`config.mk`:
```
export PLATFORM = sky130hd
export DESIGN_NAME = sharp_line_feeder
export DESIGN_NICKNAME = d
export VERILOG_FILES = /design/src/rtl/sharp_line_feeder.sv
export SDC_FILE = /design/constraint.sdc
export NUM_CORES = 1
export LEC_CHECK = 0
export CAP_MARGIN = 10
export CORE_ASPECT_RATIO = 0.8
export CORE_MARGIN = 1
export CORE_UTILIZATION = 41
export DETAILED_ROUTE_END_ITERATION = 6
export DONT_BUFFER_PORTS = 1
export GPL_TIMING_DRIVEN = 0
export HOLD_SLACK_MARGIN = 0.03
export PLACE_DENSITY = 0.61
export SLEW_MARGIN = 20
export SYNTH_ARGS = -nofsm -noshare
export SYNTH_HDL_FRONTEND = slang
export SYNTH_SLANG_ARGS = --single-unit
```
`constraint.sdc`:
```
create_clock -name clk_12mhz -period 6.4 [get_ports clk_12mhz]
set_input_delay 1.28 -clock clk_12mhz [delete_from_list [all_inputs] [get_ports clk_12mhz]]
set_output_delay 1.28 -clock clk_12mhz [all_outputs]
set_load 0.005 [all_outputs]
```
`src/rtl/sharp_line_feeder.sv`:
```
// Byte-stream to display-line packer for the LS013B7DH01 driver.
// A fill register collects bytes while an output register presents the previous line.
module sharp_line_feeder #(
  parameter int LINE_BITS = 144,
  parameter int NUM_LINES = 168,
  parameter int BYTE_W    = 8,
  parameter int ADDR_W    = 8
) (
  input  logic                 clk_12mhz,
  input  logic                 rst,
  input  logic [BYTE_W-1:0]    s_data,
  input  logic                 s_sof,
  input  logic                 s_valid,
  output logic                 s_ready,
  output logic [LINE_BITS-1:0] line_data,
  output logic [ADDR_W-1:0]    line_addr,
  output logic                 line_valid,
  input  logic                 line_ready,
  output logic                 frame_done,
  output logic                 sof_err
);

  localparam int BYTES = LINE_BITS / BYTE_W;
  localparam int IDX_W = (BYTES > 1) ? $clog2(BYTES) : 1;
  localparam int CNT_W = $clog2(NUM_LINES + 1);

  localparam logic [IDX_W-1:0] LAST_IDX = IDX_W'(BYTES - 1);
  localparam logic [CNT_W-1:0] CNT_ONE  = CNT_W'(1);
  localparam logic [CNT_W-1:0] CNT_MAX  = CNT_W'(NUM_LINES);

  logic [IDX_W-1:0]     r_byte_idx;
  logic [CNT_W-1:0]     r_line_cnt;
  logic [LINE_BITS-1:0] r_fill;
  logic                 r_fill_full;
  logic                 r_s_ready;
  logic [LINE_BITS-1:0] r_line_data;
  logic [ADDR_W-1:0]    r_line_addr;
  logic                 r_line_valid;
  logic                 r_frame_done;
  logic                 r_sof_err;

  logic                 w_accept;
  logic                 w_consume;
  logic                 w_out_free;
  logic                 w_sof_flush;
  logic [IDX_W-1:0]     w_idx;
  logic                 w_last;
  logic                 w_drain;
  logic                 w_load;
  logic                 w_stall;
  logic                 w_fill_full_next;
  logic [CNT_W-1:0]     w_cnt_inc;
  logic [LINE_BITS-1:0] w_line;

  assign w_accept   = s_valid && r_s_ready;
  assign w_consume  = r_line_valid && line_ready;
  assign w_out_free = !r_line_valid || w_consume;

  // An accepted SOF always restarts at byte 0; it is only an error when misaligned.
  assign w_sof_flush = w_accept && s_sof && ((r_byte_idx != '0) || (r_line_cnt != CNT_ONE));
  assign w_idx       = (w_accept && s_sof) ? '0 : r_byte_idx;
  assign w_last      = w_accept && (w_idx == LAST_IDX);

  assign w_drain          = r_fill_full && w_out_free;
  assign w_load           = w_drain || (w_last && w_out_free);
  assign w_stall          = w_last && !w_out_free;
  assign w_fill_full_next = (r_fill_full && !w_drain) || w_stall;
  assign w_cnt_inc        = (r_line_cnt == CNT_MAX) ? CNT_ONE : r_line_cnt + CNT_ONE;

  // NOTE: every variable written in always_comb gets a default first so no latch is inferred.
  always_comb begin
    w_line = r_fill;
    w_line[w_idx*BYTE_W +: BYTE_W] = s_data;
  end

  // NOTE: the wide fill register carries no reset; byte index and fill_full decide when it is meaningful.
  always_ff @(posedge clk_12mhz) begin
    if (w_accept) r_fill <= w_line;
  end

  // NOTE: sequential state uses non-blocking assignments only, so every flop sees pre-edge values.
  always_ff @(posedge clk_12mhz or posedge rst) begin
    if (rst) begin
      r_byte_idx   <= '0;
      r_line_cnt   <= CNT_ONE;
      r_fill_full  <= 1'b0;
      r_s_ready    <= 1'b0;
      r_line_data  <= '0;
      r_line_addr  <= '0;
      r_line_valid <= 1'b0;
      r_frame_done <= 1'b0;
      r_sof_err    <= 1'b0;
    end else begin
      r_frame_done <= 1'b0;
      r_fill_full  <= w_fill_full_next;
      // A drained stall keeps intake closed for one more cycle before reopening.
      r_s_ready    <= !w_fill_full_next && !w_drain;

      if (w_accept) r_byte_idx <= w_last ? '0 : w_idx + 1'b1;

      if (w_sof_flush) begin
        r_sof_err  <= 1'b1;
        r_line_cnt <= CNT_ONE;
      end

      if (w_load) begin
        r_line_data  <= w_drain ? r_fill : w_line;
        r_line_addr  <= ADDR_W'(r_line_cnt);
        r_line_cnt   <= w_cnt_inc;
        r_frame_done <= (r_line_cnt == CNT_MAX);
        r_line_valid <= 1'b1;
      end else if (w_consume) begin
        r_line_valid <= 1'b0;
      end
    end
  end

  assign s_ready    = r_s_ready;
  assign line_data  = r_line_data;
  assign line_addr  = r_line_addr;
  assign line_valid = r_line_valid;
  assign frame_done = r_frame_done;
  assign sof_err    = r_sof_err;

endmodule

```
==> flow_summary.json, run 1 <==
{
  "outcome": "finished, final reports clean",
  "synth_cell_types": 64,
  "fillers": 3124,
  "fin_area_um2": 16100,
  "grt_pass1_vias": 10433,
  "hp-class": "reg -> reg",
  "fin_ws_ps": 1720,
  "fin_nets": 1284,
  "dpl_cell_area_um2": 15000,
  "grt_pass1_wl_mm": 66.5,
  "netlist_area_um2": 14400,
  "pre_cts_slack_ps": 1280,
  "numCtsBuffers": 35,
  "cellPowerDensity_nw_per_um2": 332,
  "wire_per_inst_um": 25.1,
  "drc": 0,
  "port_buffers": 0,
  "synth_flop_cell": "dfrtp_1",
  "num_vias": 10737,
  "gp_congestion": 0.880,
  "fp.dieW_um": 211,
  "clk_pin_slew_ps": 60,
  "cap_violations": 0,
  "critPathKind": "in -> reg",
  "period_share_pct": 73.2,
  "dp_cells": 1690,
  "layout_min_cycle_time_ps": 4680,
  "areaGrowthSynthToFinish_pct": 12.4,
  "worst_slew_pin_slew_ps": 988,
  "grt-ovfl-total": 0,
  "endpoint_kind": "register",
  "die-area_um2": 35800,
  "leakage_nw": 6.62,
  "async_reset_ff_share_pct": 54.1,
  "avgSynthCellArea_um2": 11.7,
  "htreeDepth": 2,
  "synth_cells": 1223,
  "detail-route-antenna-nets": 0,
  "drt_iter0_drc": 906,
  "final_cell_mix": "dfrtp_1, nand2_1, edfxtp_1",
  "grt_max_degree": 93,
  "finClkSkew_ps": 14.5,
  "rsz0062_at_grt": "no",
  "drive_gt1_share_pct": 12.8,
  "layout.cells.non_filler": 1754,
  "hold_viol_final": 0,
  "cts_resized": 0,
  "worst_ep_required_time_ps": 6850,
  "grtUsageTotal_pct": 24.7,
  "ys_seq_elements": 314,
  "cts_tree": "yes",
  "diodes": 0,
  "setup_viol": 0,
  "slew_headroom_pct": 33.9,
  "die_h_um": 169,
  "synth_nets": 1245,
  "dp_hpwl_mm": 29.5,
  "firstDrtPassIters": 6,
  "clockBufferDepth": 3,
  "antenna_found_initial": 1,
  "peakVddDrop_mv": 0.171,
  "ys_seq_area_share_pct": 59.7,
  "postCtsSetupRepairBufs": 0,
  "worstSkewPairLatency_ps": 530,
  "layout_commonest_cell": "dfrtp_1",
  "routed_wl_mm": 44.1,
  "num_io_pins": 169,
  "cts_root_buf": "clkbuf_16",
  "fmax_ghz": 0.213,
  "fp.coreArea_um2": 34100,
  "rows": 60,
  "numClockSinks": 314,
  "ys_warn_count": 0,
  "cp_max_fo": 12,
  "maxSlewViolCount": 0,
  "hold_buffers": 0,
  "power_w": 0.00535,
  "crit_path_start_kind": "input pin",
  "initial_core_util_pct": 42.2,
  "rrSetupSlack_ps": 1890,
  "synth_edf_count": 144,
  "viasPerCell": 6.12,
  "arrival_ps": 5140
}
-- metrics by stage --
stage	hold WS, ps	TNS [ps]	util, %
floorplan	441	0	-
global placement	471	-331920	43.9
detailed placement	469	0	44.1
CTS	485	0	47.4
global route	511	0	47.4
finish	487	0	47.4
-- power by group --
part           internal (W)  switching [W]  leakage [nW]
Sequential          0.00237       0.000195          3.66
Clock               0.00115       0.000833         0.542
Combinational      0.000282       0.000527          2.41
Total               0.00380        0.00155          6.62
-- path summary, 6_finish.rpt --
kind | start | depth (start not counted) | endpoint
max | s_sof | 11 | line_data[15]
min in group asynchronous | rst | 1 | line_data[93]
max in group asynchronous | rst | 2 | line_data[15]
min reg2reg | r_fill[5] | 2 | line_data[5]
max reg2reg | s_ready | 11 | line_data[15]
min | r_fill[5] | 2 | line_data[5]
-- metal layers --
metal	up-vias	routed length, um	track usage (%)
li1	4810	-	-
met2	501	18600	34.9
met5	-	0	0
met4	0	1200	7.53
met3	74	4450	7.44
met1	5352	19800	36.2
-- flip-flops by register name, summed over array words and instances, names as in the netlist --
signal and flops:
line_data 144, r_fill 144, line_addr 8, r_line_cnt 8
r_byte_idx 5, frame_done 1, line_valid 1, r_fill_full 1
s_ready 1, sof_err 1
-- kinds of logic after synthesis --
family	after synthesis	synth area share, %
xor+xnor	2	0.174
compound gates	360	18.2
mux	67	5.09
buf+inv	106	3.04
simple gates	365	13.0
flops	314	59.7
fa+ha+maj	9	0.784
-- layout make-up --
cell class                 count  area, um^2  area share [%]
clock inverter                14         140           0.868
inverter                      28         120           0.744
sequential                   314        8580            53.1
tap                          465         582            3.60
timing repair buffer           2        55.1           0.341
buffer                        78         332            2.05
multi-input combinational    803        5360            33.2
clock buffer                  50         972            6.02
-- cell usage after synthesis (7+ instances only) --
master	number	share of area, %
mux2_2	49	3.8
inv_1	27	0.71
dfrtp_1	169	29
a221o_1	70	4.9
o21ai_0	100	3.5
buf_2	13	0.45
a211oi_1	7	0.37
mux2i_1	18	1.3
a21o_1	10	0.52
edfxtp_1	144	30
nor2_1	31	0.81
nand2_1	158	4.1
nor4_1	21	0.91
nor3_1	35	1.2
a22o_1	17	1.0
nand3_1	15	0.52
and3_1	45	2.0
ha_1	9	0.78
nand4_1	10	0.44
o221a_2	24	1.9
a21oi_1	66	2.3
a32o_1	16	1.1
a22oi_1	7	0.37
clkbuf_1	60	1.6
or3_1	17	0.74
a221oi_1	7	0.43
o22ai_1	11	0.48
-- worst max-delay path: stages --
cell	delay [ps]
nand3_1	340
nand2_1	300
clkinv_1	320
ha_1	400
and4bb_2	280
and3_1	160
clkbuf_1	270
nor2_1	280
clkbuf_1	580
clkbuf_1	630
a221o_1	270
Note: power is estimated with default switching activity, not from simulation.
==> run 2: changes to the inputs <==
--- a/config.mk
+++ b/config.mk
@@ -13,7 +13,7 @@
 export DONT_BUFFER_PORTS = 1
 export GPL_TIMING_DRIVEN = 0
 export HOLD_SLACK_MARGIN = 0.03
-export PLACE_DENSITY = 0.61
+export PLACE_DENSITY = 0.63
 export SLEW_MARGIN = 20
 export SYNTH_ARGS = -nofsm -noshare
 export SYNTH_HDL_FRONTEND = slang
==> constraint.sdc (replaced) <==
create_clock -name clk_12mhz -period 4.1 [get_ports clk_12mhz]
set_input_delay 0.82 -clock clk_12mhz [delete_from_list [all_inputs] [get_ports clk_12mhz]]
set_output_delay 0.82 -clock clk_12mhz [all_outputs]
set_load 0.005 [all_outputs]
==> run 2 against run 1 <==
Utilization is 1.0 points higher. Worst hold slack worse by 15 ps. Non-clock buffer count is 12 higher. Critical path depth is 1 higher. Highest routed layer unchanged. Cell count is 0.74% higher. Global-route usage is 0.13 points lower. Clock power is 62% higher. Wire length hardly changed. Die area stayed put. Sequential power is 56% higher. Critical endpoint is now line_data[31]. Clock skew is 1.7 ps lower.
==> flow_summary.json, run 2 (synthesis gave the netlist of run 1 again) <==
{
  "die-area_um2": 35800,
  "grt_max_degree": 35,
  "wire_per_inst_um": 25.0,
  "cts_tree": "yes",
  "grt_pass1_vias": 10408,
  "fp.dieW_um": 211,
  "port_buffers": 0,
  "endpoint_kind": "register",
  "cellPowerDensity_nw_per_um2": 515,
  "routed_wl_mm": 44.1,
  "whs_ps": 472,
  "arrival_ps": 4360,
  "r2r-end": "line_data[31]",
  "gp_congestion": 0.889,
  "layout_commonest_cell": "dfrtp_1",
  "r2r-start": "s_ready",
  "outcome": "finished, final reports clean",
  "grtUsageTotal_pct": 24.6,
  "finClkSkew_ps": 12.7,
  "power_w": 0.00850,
  "fin_ws_ps": 138,
  "worstSkewPairLatency_ps": 520,
  "drt_iter0_drc": 1335,
  "worstSetupEndpoint": "line_data[31]",
  "r2r_cells": 12,
  "crit_start": "s_ready",
  "hold_viol_final": 0,
  "period_share_pct": 96.6,
  "fp.coreArea_um2": 34100,
  "areaGrowthSynthToFinish_pct": 14.8,
  "peakVddDrop_mv": 0.253,
  "hp-class": "reg -> reg",
  "htreeDepth": 2,
  "fillers": 3067,
  "numCtsBuffers": 35,
  "worst_slew_pin_slew_ps": 860,
  "clockBufferDepth": 3,
  "drc": 0,
  "drive_gt1_share_pct": 14.5,
  "rows": 60,
  "utilization_pct": 48.4,
  "pre_cts_slack_ps": -516,
  "rrSetupSlack_ps": 140,
  "firstDrtPassIters": 5,
  "viasPerCell": 6.14,
  "multi_input_comb_area_um2": 5400,
  "seqCellArea_um2": 8580,
  "num_io_pins": 169,
  "clk_pin_slew_ps": 70,
  "leakage_nw": 6.77,
  "slew_headroom_pct": 42.2,
  "cap_violations": 0,
  "worst_ep_required_time_ps": 4500,
  "fin_nets": 1296,
  "cp_max_fo": 10,
  "setup-tns-final_ps": 0,
  "crit_path_start_kind": "register",
  "numClockSinks": 314,
  "die_h_um": 169,
  "maxSlewViolCount": 0,
  "postCtsSetupRepairBufs": 0,
  "dp_hpwl_mm": 30.6,
  "rsz0062_at_grt": "no",
  "final_cell_mix": "dfrtp_1, nand2_1, edfxtp_1",
  "cts_root_buf": "clkbuf_16",
  "detail-route-antenna-nets": 0,
  "setup_viol": 0,
  "antenna_found_initial": 3,
  "layout_min_cycle_time_ps": 3960,
  "grt_pass1_wl_mm": 66.8,
  "critPathKind": "reg -> reg",
  "grt-ovfl-total": 0,
  "initial_core_util_pct": 42.2,
  "fmax_ghz": 0.252,
  "num_vias": 10854
}
==> run 2: changes by cell type in the layout (fill, tap and decap cells not counted), sizes merged, moves of 3 or more <==
cell,delta
clkinv,-3
buf,+12
diode,+3
inv,-6
clkinvlp,+4
==> run 2: how the worst min path moves through the flow <==
stage	slack, ps	from	cells after the start	endpoint
after detailed placement	460	r_fill[0]	2	line_data[0]
after CTS	470	r_fill[0]	2	line_data[0]
final	470	r_fill[0]	2	line_data[0]
after global routing	500	r_fill[0]	2	line_data[0]
after global placement	470	r_fill[0]	2	line_data[0]
after floorplan	440	r_fill[0]	2	line_data[0]
==> run 2: worst max-delay path, stage by stage (launching register included) <==
cell	delay [ps]
dfrtp_1	490
nand3_2	260
clkbuf_2	270
nand2_1	130
ha_1	290
o21a_1	140
ha_1	400
nand2_1	120
a211o_1	410
or3_1	340
clkbuf_1	270
a21o_1	370
a221o_1	330
==> run 2: metal layers <==
layer	global-route usage, %	up-vias	routed length [um]
met5	0	-	0
met4	6.74	0	992
met3	7.27	79	5260
met2	35.0	579	18800
met1	36.1	5377	19100
li1	-	4819	-
==> run 2: area by class of cell <==
type | instances | share of cell area, %
Multi-Input combinational cell | 803 | 32.7
Tap cell | 465 | 3.53
Clock buffer | 52 | 6.26
Antenna cell | 3 | 0.0455
Inverter | 28 | 0.706
Buffer | 78 | 2.06
Sequential cell | 314 | 52.0
Clock inverter | 10 | 0.774
Timing Repair Buffer | 14 | 1.87
==> run 2: report_power, final <==
group	switching, W	internal (W)
Sequential	0.000302	0.00369
Clock	0.00127	0.00193
Combinational	0.000841	0.000468
==> run 2: what timing repair did <==
item	CTS	global route
hold endpoints to repair	1	0
pin swaps	0	0
resized for setup	6	14
hold buffers	1	0
setup endpoints to repair	135	124
==> run 2: through the flow <==
step / cells / area [um^2]
floorplan: 1223 / 14400
global placement: 1688 / 15000
detailed placement: 1701 / 15300
CTS: 1764 / 16500
global route: 1764 / 16500
finish: 1767 / 16500
